[config.mk]
export PLATFORM = sky130hd
export DESIGN_NAME = tlu_clk_lock_ctrl
export DESIGN_NICKNAME = d
export VERILOG_FILES = /design/src/rtl/tlu_clk_lock_ctrl.sv
export SDC_FILE = /design/constraint.sdc
export NUM_CORES = 1
export LEC_CHECK = 0
export CAP_MARGIN = 20
export CORE_MARGIN = 2
export CORE_UTILIZATION = 31
export CTS_BUF_LIST = sky130_fd_sc_hd__clkbuf_8 sky130_fd_sc_hd__clkbuf_16
export CTS_CLUSTER_DIAMETER = 60
export DETAILED_ROUTE_END_ITERATION = 16
export PLACE_DENSITY_LB_ADDON = 0.12
export SLEW_MARGIN = 10
export SYNTH_ARGS = -nofsm -noshare
export SYNTH_HDL_FRONTEND = slang
export SYNTH_SLANG_ARGS = --single-unit
[constraint.sdc]
create_clock -name BUS_CLK -period 2.11 [get_ports BUS_CLK]
set_input_delay 0.422 -clock BUS_CLK [delete_from_list [all_inputs] [get_ports BUS_CLK]]
set_output_delay 0.422 -clock BUS_CLK [all_outputs]
set_load 0.1 [all_outputs]
[src/rtl/tlu_clk_lock_ctrl.sv]
// Lock supervisor and reset sequencer for the cascaded clock-generation DCMs.
// It pulses the DCM reset, waits for LOCKED, holds the fast-domain reset until
// lock has been stable for the settle time, retries on timeout, and counts
// lock losses seen while running.
module tlu_clk_lock_ctrl #(
    parameter int RST_PULSE_CYCLES = 8,
    parameter int LOCK_TIMEOUT     = 4096,
    parameter int SETTLE_CYCLES    = 256,
    parameter int MAX_RETRIES      = 3
) (
    input  logic       BUS_CLK,
    input  logic       BUS_RST,
    input  logic       LOCKED_IN,
    input  logic       FORCE_RESET,
    output logic       DCM_RST,
    output logic       SYS_RST,
    output logic       CLK_READY,
    output logic       FAIL,
    output logic [2:0] STATE,
    output logic [3:0] RETRY_CNT,
    output logic [7:0] LOSS_CNT
);

    typedef enum logic [2:0] {
        ST_RESET     = 3'd0,
        ST_WAIT_LOCK = 3'd1,
        ST_SETTLE    = 3'd2,
        ST_RUN       = 3'd3,
        ST_FAIL      = 3'd4
    } state_t;

    // One counter serves all timed states, so it is sized for the longest one.
    localparam int CNT_MAX0 = (LOCK_TIMEOUT > SETTLE_CYCLES) ? LOCK_TIMEOUT : SETTLE_CYCLES;
    localparam int CNT_MAX  = (CNT_MAX0 > RST_PULSE_CYCLES) ? CNT_MAX0 : RST_PULSE_CYCLES;
    localparam int CW       = $clog2(CNT_MAX + 1);

    localparam logic [CW-1:0] PULSE_LAST   = CW'(RST_PULSE_CYCLES - 1);
    localparam logic [CW-1:0] TIMEOUT_LAST = CW'(LOCK_TIMEOUT - 1);
    localparam logic [CW-1:0] SETTLE_LAST  = CW'(SETTLE_CYCLES - 1);
    localparam logic [3:0]    RETRY_LIMIT  = 4'(MAX_RETRIES);

    state_t        state, state_next;
    logic [CW-1:0] cnt;
    logic          restart;
    logic          lock_meta, locked_s;
    logic [3:0]    retry_cnt, retry_next;
    logic [7:0]    loss_cnt, loss_next;

    // Two-flop synchronizer for the asynchronous DCM LOCKED status.
    always_ff @(posedge BUS_CLK) begin
        if (BUS_RST) begin
            lock_meta <= 1'b0;
            locked_s  <= 1'b0;
        end else begin
            lock_meta <= LOCKED_IN;
            locked_s  <= lock_meta;
        end
    end

    // Next-state, retry and loss-count decisions; FORCE_RESET overrides events
    // but a lock loss in the same cycle is still counted.
    always_comb begin
        state_next = state;
        retry_next = retry_cnt;
        loss_next  = loss_cnt;
        case (state)
            ST_RESET: begin
                if (cnt == PULSE_LAST) state_next = ST_WAIT_LOCK;
            end
            ST_WAIT_LOCK: begin
                if (locked_s) begin
                    state_next = ST_SETTLE;
                end else if (cnt == TIMEOUT_LAST) begin
                    retry_next = retry_cnt + 4'd1;
                    state_next = (retry_next == RETRY_LIMIT) ? ST_FAIL : ST_RESET;
                end
            end
            ST_SETTLE: begin
                if (!locked_s) begin
                    state_next = ST_WAIT_LOCK;
                end else if (cnt == SETTLE_LAST) begin
                    state_next = ST_RUN;
                    retry_next = 4'd0;
                end
            end
            ST_RUN: begin
                if (!locked_s) begin
                    state_next = ST_RESET;
                    if (loss_cnt != 8'hFF) loss_next = loss_cnt + 8'd1;
                end
            end
            ST_FAIL: ;
            default: state_next = ST_RESET;
        endcase
        if (FORCE_RESET) begin
            state_next = ST_RESET;
            retry_next = 4'd0;
        end
    end

    // The counter restarts on every state entry, including a forced re-entry of RESET.
    assign restart = FORCE_RESET || (state_next != state);

    // State, counter, counters and registered output decode.
    always_ff @(posedge BUS_CLK) begin
        if (BUS_RST) begin
            state     <= ST_RESET;
            cnt       <= '0;
            retry_cnt <= 4'd0;
            loss_cnt  <= 8'd0;
            DCM_RST   <= 1'b1;
            SYS_RST   <= 1'b1;
            CLK_READY <= 1'b0;
            FAIL      <= 1'b0;
        end else begin
            state     <= state_next;
            cnt       <= restart ? '0 : cnt + 1'b1;
            retry_cnt <= retry_next;
            loss_cnt  <= loss_next;
            DCM_RST   <= (state_next == ST_RESET);
            SYS_RST   <= (state_next != ST_RUN);
            CLK_READY <= (state_next == ST_RUN);
            FAIL      <= (state_next == ST_FAIL);
        end
    end

    assign STATE     = state;
    assign RETRY_CNT = retry_cnt;
    assign LOSS_CNT  = loss_cnt;

endmodule
After elaboration in Yosys (flattened, before gate mapping)
Cells that the tools add are included.
{"block": "word_totals", "regBits": 34, "latch_bits": 0, "ram_bits": 0, "romBits": 0, "inputBits": 4, "output_inout_bits": 19, "word_cells": 53, "memories": 0}
{"block": "classes", "addsub": 3, "n_mul": 0, "n_div": 0, "magnitude_cmp": 0, "eq_ne": 17, "shift": 0, "mux": 14, "n_bitwise": 1, "reduce_logical": 8}
{"op": "2-to-1 mux 3 bit", "count": 8}
{"op": "2-to-1 mux 4 bit", "count": 4}
{"op": "case mux 3 bit (5 select lines)", "count": 1}
{"op": "adder 13 x 1 -> 13 bit, second input constant", "count": 1}
{"op": "== test 13 x 12 -> 1 bit, second input constant", "count": 1}
{"op": "== test 13 x 3 -> 1 bit, second input constant", "count": 1}
{"op": "== test 13 x 8 -> 1 bit, second input constant", "count": 1}
{"op": "== test 3 x 2 -> 1 bit, second input constant", "count": 3}
{"op": "adder 8 x 1 -> 8 bit, second input constant", "count": 1}
{"op": "!= test 2 bit, second input constant", "count": 4}
{"op": "!= test 8 bit, second input constant", "count": 1}
{"op": "case mux 4 bit (2 select lines)", "count": 1}
{"op": "== test 3 bit, second input constant", "count": 2}
{"op": "logical NOT 3 bit", "count": 2}
{"op": "AND reduction 5 bit", "count": 1}
{"op": "adder 4 x 1 -> 4 bit, second input constant", "count": 1}
{"op": "== test 4 x 2 -> 1 bit, second input constant", "count": 1}
{"op": "OR reduction 2 bit", "count": 2}
{"op": "== test 3 x 1 -> 1 bit, second input constant", "count": 1}
{"op": "!= test 3 x 2 -> 1 bit, second input constant", "count": 1}
{"op": "!= test 3 bit", "count": 1}
{"op": "AND reduction 3 bit", "count": 1}
{"op": "nonzero test 2 bit", "count": 1}
{"op": "logical OR 1 bit", "count": 1}
{"op": "NOT 1 bit", "count": 1}

Depth between registers and ports, before layout
{"block": "logic_depth", "ltp_word": 10, "ltp_mapped": 7, "mapped_depth_nobuf": 6}

Worst setup path after synthesis
No wires, ideal clock.
{"block": "synth_path", "path_kind": "register to register", "startpoint": "register state[0], in the netlist STATE[0]", "endpoint": "register cnt[10]", "setup_time_ps": 118, "arrival_time_ps": 2459, "required_time_ps": 1992, "slack_ps": -467, "stages_incl_launch_ff": 7, "n_path_buf": 2, "synth_period_minus_slack_ps": 2577, "cell_sequence": "dfxtp_1 > clkbuf_2 > or4b_1 > o22ai_1 > or3_1 > buf_6 > a21oi_1"}
{"block": "synth_between", "elab_chain_cells": 7, "word_cells_on_any_way": 16, "classes_between": "5 x eq/ne; 8 x mux; 3 x reduce/logical"}
{"item": "start: declaration", "line_no": "42", "text": "state_t state, state_next;"}
{"item": "start signal: assignment", "line_no": "116", "text": "state <= state_next;"}
{"item": "2-to-1 mux 3 bit (on tied branches)", "line_no": "81, 73"}
{"item": "2-to-1 mux 3 bit (on tied branches)", "line_no": "79, 71"}
{"item": "case mux 3 bit (5 select lines)", "line_no": "66", "text": "case (state)"}
{"item": "2-to-1 mux 3 bit", "line_no": "95", "text": "if (FORCE_RESET) begin"}
{"item": "!= test 3 bit *", "line_no": "102", "text": "assign restart = FORCE_RESET || (state_next != state);"}
{"item": "logical OR 1 bit *", "line_no": "102"}
{"item": "OR reduction 2 bit (no source line) *"}
{"item": "end signal: assignment", "line_no": "117", "text": "cnt <= restart ? '0 : cnt + 1'b1;"}
{"item": "end: declaration", "line_no": "43", "text": "logic [CW-1:0] cnt;"}
Every way passes the cells marked *; elsewhere a longest branch is shown, timed or not.
A chain may end at the register's enable or synchronous reset.

Worst setup path in the final report
{"block": "layout_path", "startpoint": "register cnt[0]", "endpoint": "register retry_cnt[3], in the netlist RETRY_CNT[3]"}
{"block": "layout_between", "elab_chain_cells": 3, "word_cells_on_any_way": 5, "classes_between": "4 x eq/ne; 1 x reduce/logical"}
{"item": "== test 13 x 8 -> 1 bit / == test 13 x 12 -> 1 bit (equally long branches)", "line_no": "81, 73"}
{"item": "!= test 2 bit (no source line)"}
{"item": "AND reduction 5 bit (no source line) *"}
{"item": "end signal: assignment", "line_no": "118", "text": "retry_cnt <= retry_next;"}
{"item": "end: declaration", "line_no": "46", "text": "logic [3:0] retry_cnt, retry_next;"}
Marked as above.

==> summary.md <==
| Metric | Value |
|---|---|
| Final antenna-violating net count | `0` |
| Share of synthesized area occupied by flip-flops and latches | `0.425` |
| EDFF count, synth | `0` |
| Leakage dissipation | `about 0.85 nW` |
| Share of flip-flops with an asynchronous set or reset after synthesis | `0` |
| Setup clock skew after layout | `0.00668 ns` |
| Average cell area after synthesis | `between 9 and 10 um^2` |
| Result of the run | `finished clean` |
| Core Box Area | `slightly above 5000 um^2` |
| Post-synthesis mux area share | `0.00625` |
| Final core utilization | `0.428` |
| CP max FO | `4` |
| Sum Neg Setup Slack | `0 ns` |
| Register bit count reported by yosys | `34` |
| Area used by sequential logic in the layout | `693 um^2` |
| Routed length per placed instance | `around 13 um` |
| Height of the die | `75.9 um` |
| IO buf count | `22` |
| Cell area after technology mapping | `1600 um^2` |
| Total CTS buffers | `5` |
| RSZ-0062 raised after global routing | `false` |
| Hold slack final | `0.445 ns` |
| Period minus WS final | `between 1.5 and 2 ns` |
| Capturing element type of the critical path | `flip-flop` |
| Maximum vdd ir drop | `0.323 mV` |
| Combinational family with the most area after synthesis | `simple AND/OR/NAND/NOR gates` |
| Number of ports placed on the die boundary | `23` |
| Area share of xor/xnor cells in the synthesized design | `0.109` |
| Tightest slew margin relative to the limit | `0.708` |
| Gate count after technology mapping | `175` |
| Via Count | `1,385` |
| Proportion of layout cells with a drive suffix above 1 | `0.314` |
| Count of filler cells inserted in the layout | `between 500 and 600` |
| Row cnt | `26` |
| Final Max Slew Viols | `0` |
| Type of the worst setup path | `flip-flop to flip-flop` |
| Startpoint type of the worst setup path | `flip-flop` |
| Number of remaining DRC errors | `0` |
| Die Area | `roughly 5800 um^2` |
| Post-synthesis share of cell area spent on full adders, half adders and majority gates | `0.0313` |
| Final GP Congestion | `0.756` |
| Final Instance Area | `2160 um^2` |
| Number of nets in the synthesized netlist | `183` |
| Final #Nets | `228` |
| Total power per unit cell area | `599 nW/um^2` |
| Drt total wl | `3.65 mm` |
| Overall routing resource usage | `0.144` |
| CTS Root Buffer Type | `clkbuf_8` |
| Standard cell area after detailed placement | `between 2000 and 2500 um^2` |
| Final Cycle Share | `0.925` |
| Clock tree from TritonCTS | `yes` |
| Multi-input gate area | `893 um^2` |
| Vias in the first global route | `about 1,300` |
| Final hold violation count | `0` |
| Worst-case clock buffer depth | `2` |
| Placed cell count | `283` |
| Hold Path Class | `flip-flop to flip-flop` |
| Clock slew seen by the registers of the worst setup and hold paths | `approximately 0.07 ns` |
| Number of buffers added to fix hold violations after cts | `0` |
| Crit path setup slack, layout | `0.159 ns` |
| Maximum clock frequency | `513 MHz` |
| Fraction of the mapped netlist area in simple logic gates | `0.273` |
| Distinct cells, synth | `45` |
| Number of failing setup endpoints in the final timing report | `0` |
| CP required | `2.32 ns` |
| Via/cell ratio | `4.78` |
| Number of warnings printed during yosys synthesis | `0` |
| Iter 0 DRT Violations | `60` |
| Number of maximum-capacitance constraint violations | `0` |
| Effective utilization at floorplan | `0.317` |
| Remaining Overflow, GRT | `0` |
| Number of H-tree levels | `2` |
| First drt pass iteration count | `4` |
| Die W | `between 70 and 80 um` |
| Post-synthesis compound-gate area fraction | `0.118` |
| Latest clock arrival within the worst-skew pair | `0.29 ns` |
| DP Wirelength | `2.72 mm` |
| Number of sinks driven by the clock tree | `34` |
| Data arrival, critical path | `2.16 ns` |
| Pin count of the biggest net entering global routing | `14` |
| Finished Layout Cells | `between 200 and 300` |
| First-pass GRT wire length | `6.09 mm` |
| Total power | `1.29 mW` |
| Slew at the pin closest to its max-slew limit | `~0.44 ns` |
| Number of antenna violations at the first check in global routing | `0` |
| Synth-to-layout area growth | `34.9%` |
| Synth Flop Type | `dfxtp_1` |
| Worst slack at placement | `0.0114 ns` |
| Count of inserted antenna diode cells | `0` |
[sequential cells by signal (all words and copies together) (netlist names)]
signal,count
cnt,13
LOSS_CNT,8
RETRY_CNT,4
STATE,3
CLK_READY,1
DCM_RST,1
FAIL,1
SYS_RST,1
lock_meta,1
locked_s,1
[synthesized netlist by cell type, types with 5 or more instances]
master   number  area [um^2]
inv_1         6         22.5
xnor2_1      10         87.6
a21oi_1      14         70.1
nor3_1        6         30.0
nand2_1      10         37.5
dfxtp_1      34          681
and3_1        5         31.3
nor2_1       17         63.8
nand3_1       6         30.0
xor2_1       10         87.6
nand4_1       6         37.5
[critical path, stage by stage (launching register included)]
cell	delay, ns
dfxtp_2	0.35
ha_4	0.15
nand4_4	0.12
or4b_4	0.55
nor3_4	0.23
buf_4	0.16
nand2_1	0.05
a311oi_2	0.25
[path summary, 6_finish.rpt]
check                           depth (start not counted)           end       from  slack [ns]
worst max-delay path                                    7  RETRY_CNT[3]     cnt[0]        0.16
worst min-delay path                                    1      locked_s  lock_meta        0.45
worst max register to register                          7  RETRY_CNT[3]     cnt[0]        0.16
worst min register to register                          1      locked_s  lock_meta        0.45
[layout by cell type, fill, tap and decap left out, types with 2 or more instances in the layout]
cell	count
nand3_1	6
dfxtp_2	7
clkdlybuf4s50_1	3
nor2b_1	4
a31o_2	2
xnor2_1	10
clkbuf_8	6
ha_1	3
buf_4	40
inv_1	6
nand2b_1	3
nor4_1	4
xor2_1	10
nor3_1	6
dfxtp_1	26
nor2_1	17
nand2_1	10
and3_1	5
o21ai_0	4
nand4_1	6
a31oi_1	2
a21oi_1	14
[per-layer routing]
metal  share of wire  track usage  vias to the layer above  wire, um
li1                -            -                      716         -
met4           0.021       0.0760                        0        77
met2            0.45        0.212                       19      1630
met1            0.50        0.197                      643      1810
met5               0            0                        -         0
met3           0.036       0.0317                        7       133
[kinds of logic after synthesis]
| logic type | Yosys count |
|---|---|
| DFF | 34 |
| and+or+nand+nor | 74 |
| buffers and inverters | 12 |
| adders and majority gates | 4 |
| AOI/OAI and AO/OA | 30 |
| xor gates and xnor gates | 20 |
| muxes | 1 |
[layout make-up]
type	instances	area share
Timing Repair Buffer	44	0.162
Inverter	6	0.0104
Sequential cell	34	0.321
Clock inverter	1	0.0139
Tap cell	70	0.0406
Multi-Input combinational cell	129	0.414
Clock buffer	6	0.0382
[repair_timing]
| action | 4_1_cts | 5_1_grt |
|---|---|---|
| setup endpoints to repair | 0 | 15 |
| setup buffers | 0 | 0 |
| gates resized for setup | 0 | 7 |
| endpoints found under the hold margin | 0 | 0 |
[where the power goes]
| group | internal (mW) | switching, mW |
|---|---|---|
| clock network | 0.378 | 0.231 |
| registers | 0.644 | 0.00239 |
| logic | 0.0207 | 0.0180 |
| total | 1.04 | 0.251 |
No activity file was read; power rests on OpenSTA's default activity.
